<file path="config.mk">
export PLATFORM = sky130hd
export DESIGN_NAME = prbs_predictor
export DESIGN_NICKNAME = d
export VERILOG_FILES = /design/src/rtl/prbs_sync_checker_pkg.sv /design/src/rtl/prbs_predictor.sv
export SDC_FILE = /design/constraint.sdc
export NUM_CORES = 1
export LEC_CHECK = 0
export CAP_MARGIN = 20
export CORE_AREA = 2 2 39 41
export DETAILED_ROUTE_END_ITERATION = 10
export DIE_AREA = 0 0 41 43
export PLACE_DENSITY_LB_ADDON = 0.12
export RECOVER_POWER = 25
export SYNTH_ARGS = -nofsm -noshare
export SYNTH_HDL_FRONTEND = slang
export SYNTH_SLANG_ARGS = --single-unit
export TNS_END_PERCENT = 10
</file>
<file path="constraint.sdc">
create_clock -name clk -period 2.5 [get_ports clk]
set_input_delay 0.625 -clock clk [delete_from_list [all_inputs] [get_ports clk]]
set_output_delay 0.625 -clock clk [all_outputs]
set_load 0.02 [all_outputs]
</file>
<file path="src/rtl/prbs_sync_checker_pkg.sv">
// Shared PRBS constants: feedback taps for orders 10..20, checker FSM encoding
// and loss-detect block length. Used by prbs_sync_checker and prbs_predictor.
package prbs_sync_checker_pkg;

    localparam int BLOCK_LEN   = 64;
    localparam int BLOCK_CNT_W = $clog2(BLOCK_LEN);

    typedef enum logic [1:0] {
        ST_SEARCH = 2'd0,
        ST_VERIFY = 2'd1,
        ST_LOCKED = 2'd2
    } state_t;

    // Bit (t-1) set for each feedback tap t; same polynomials as the PRBS generator.
    function automatic logic [19:0] prbs_taps(input int order);
        case (order)
            10:      return 20'h00240;
            11:      return 20'h00500;
            12:      return 20'h00829;
            13:      return 20'h0100D;
            14:      return 20'h02015;
            15:      return 20'h06000;
            16:      return 20'h0D008;
            17:      return 20'h12000;
            18:      return 20'h20400;
            19:      return 20'h40023;
            20:      return 20'h90000;
            default: return 20'h00000;
        endcase
    endfunction

endpackage

</file>
<file path="src/rtl/prbs_predictor.sv">
// ORDER-bit Fibonacci LFSR predictor: o_pred is the next expected PRBS bit; the
// register shifts in either the received bit or its own prediction.
module prbs_predictor
    import prbs_sync_checker_pkg::*;
#(
    parameter int ORDER = 14
) (
    input  logic clk,
    input  logic reset,
    input  logic i_shift,
    input  logic i_self,
    input  logic i_data,
    output logic o_pred
);

    localparam logic [19:0]      TAP_FULL = prbs_taps(ORDER);
    localparam logic [ORDER-1:0] TAP_MASK = TAP_FULL[ORDER-1:0];

    logic [ORDER-1:0] r_sr;
    logic [ORDER-1:0] w_terms;

    // r_sr[k] holds the bit seen k+1 shifts ago.
    generate
        for (genvar gi = 0; gi < ORDER; gi++) begin : g_tap
            assign w_terms[gi] = r_sr[gi] & TAP_MASK[gi];
        end
    endgenerate

    assign o_pred = ^w_terms;

    always_ff @(posedge clk or posedge reset) begin
        if (reset) begin
            r_sr <= '0;
        end else if (i_shift) begin
            r_sr <= {r_sr[ORDER-2:0], (i_self ? o_pred : i_data)};
        end
    end

endmodule

</file>
==> qor.csv <==
metric,value,unit
outcome,finished clean,
Inst Count DP,56,
antenna violations before repair,0,
post-synth top area cell,dfrtp_1,
Crit Path Max Fanout,3,
Die Y-Extent,43,µm
r2r setup slk,1.45,ns
Fmax,434,MHz
Final Power,0.000846,W
critical path capture point type,output port,
Synth Cell Area,559,µm²
Max-Cap Viols,0,
"Seq/Total Area, Yosys",62.6,%
ANT nets after route,0,
Power Dens Cells,1290,nW/µm²
Seq cells post-synth,14,
total track usage,10.9,%
period utilization,92.2,%
clk root buf,clkbuf_4,
setup_tns,0,ns
Synth Instances,37,
setup violators final,0,
arrival time worst endpoint,1.68,ns
"Slew Viols, Final",0,
vias,284,
# IOs,6,
CP max stage cell,clkdlybuf4s50_1,
TritonCTS clock tree,yes,
syn avg cell area,15.1,µm²
CTS max path bufs,2,
Post-route DRC,0,
largest cells by area after synthesis,"dfrtp_1 (63%), mux2_2 (26%), xnor2_1 (3.1%)",
clock skew,0.00269,ns
global-route wire length before repair,1.22,mm
"Async S/R FF share, synth",100,%
slowest cell delay on critical path,0.63,ns
vias in the first global route,300,
H-Tree Depth,1,
largest net degree at the start of global routing,17,
layout net count,50,
num rows,14,
Routed WL,696,µm
layout cells sized above 1,38.6,%
Avg WL per Cell,11.6,µm
count of input and output buffers,5,
DR pass1 iterations,2,
most frequent cell after synthesis,dfrtp_1,
WP data required,1.88,ns
minimum clock period after layout,2.31,ns
Via density,4.73,
Starting Density,40.4,%
CORE AREA,1380,µm²
Hold Buf Count CTS,0,
Clock Latency Late Sink,0.27,ns
fin cells,60,
"Most flops, register",r_sr,
most frequent cells after synthesis,"dfrtp_1 (14), mux2_2 (13), buf_2 (2), inv_1 (2), xnor2_1 (2)",
worst-path cell chain,xor2_1 -> xnor2_1 -> clkdlybuf4s50_1,
Final Hold Viols,0,
peak supply drop,475,µV
Regs by FF count,r_sr (14),
clock sink count,14,
Post-synth EDFFs,0,
"Setup Fix Bufs, Post-CTS",0,
RePlAce Congestion,0.568,
PostCTS Resize Cnt,0,
Num CTS Buffers,3,
max reg flops,14,
Finished Core Util,47.4,%
kind of critical path,register to output port,
Hold WC Path Type,register to register,
Critical Path Source Type,register,
Max-Slew Margin vs Limit,58.5,%
unrepaired setup endpoints after global routing,false,
Post-DP HPWL,527,µm
Yosys cell types,9,
Pleak,0.294,nW
Starting DRT DRC Count,1,
GRT overflow,0,
synth warn,0,
full die area,1760,µm²
Post-Syn Nets,42,
Diodes inserted,0,
Area Overhead vs Synth,17.2,%
post-synth top area share,62.6,%
"Clk pin slew, worst setup/hold paths",0.08,ns
Die Wd,41,µm
Worst Tran Pin Value,0.620,ns
Main synth FF type,dfrtp_1,
==> path summary, 6_finish.rpt <==
| path | start | to | depth (start not counted) |
|---|---|---|---|
| max | r_sr[0] | o_pred | 3 |
| min | r_sr[7] | r_sr[8] | 1 |
| max reg2reg | r_sr[0] | r_sr[0] | 3 |
| min reg2reg | r_sr[7] | r_sr[8] | 1 |
| max in group asynchronous | reset | r_sr[3] | 2 |
| min in group asynchronous | reset | r_sr[8] | 2 |
==> stage by stage <==
stage,hold WS (ns),setup slack [ns],area [µm²]
floorplan,0.475,0.897,559
global placement,0.482,0.492,619
detailed placement,0.490,0.442,619
CTS,0.508,0.169,656
global route,0.532,0.115,656
finish,0.505,0.194,656
==> report_power, final <==
part           internal, W  switching [W]
Sequential        0.000336      0.0000602
Combinational     0.000179       0.000118
Clock            0.0000885      0.0000652
Total             0.000603       0.000244
==> cell type report <==
type | instances | area, µm²
well taps | 16 | 20.0
flip-flops and latches | 14 | 350
repair buffers | 5 | 50.0
clock buffers | 4 | 36.3
multi-input cells | 19 | 191
fillers | 119 | 728
inverters | 2 | 7.51
==> layout by cell type (no fill, tap or decap) <==
| master | n |
|---|---|
| dfrtp_1 | 14 |
| xnor2_1 | 2 |
| o22ai_1 | 1 |
| clkdlybuf4s50_1 | 4 |
| nand2_1 | 1 |
| clkbuf_4 | 3 |
| mux2_2 | 13 |
| inv_1 | 2 |
| dlygate4sd3_1 | 1 |
| a31o_1 | 1 |
| clkbuf_8 | 1 |
| xor2_1 | 1 |
==> layer usage <==
layer	wire length [µm]	track usage, %
met2	367	15.0
met1	277	12.8
met4	0	6.00
met3	51	6.28
met5	0	0
==> kinds of logic (layout without fill, tap and decap cells) <==
| family | Yosys count | after routing | share of synthesized area (%) |
|---|---|---|---|
| buffers and inverters | 4 | 11 | 3.13 |
| multiplexers | 13 | 13 | 26.2 |
| XOR/XNOR | 3 | 3 | 4.70 |
| AO/OA/AOI/OAI | 2 | 2 | 2.69 |
| flip-flops | 14 | 14 | 62.6 |
| AND/OR/NAND/NOR | 1 | 1 | 0.670 |
==> worst max-delay path, delay by kind of cell, from the launching register on <==
family | cells | cell delay, ns
buf+inv | 1 | 0.63
flops | 1 | 0.40
xor+xnor | 2 | 0.38
Note: power is estimated with default switching activity, not from simulation.
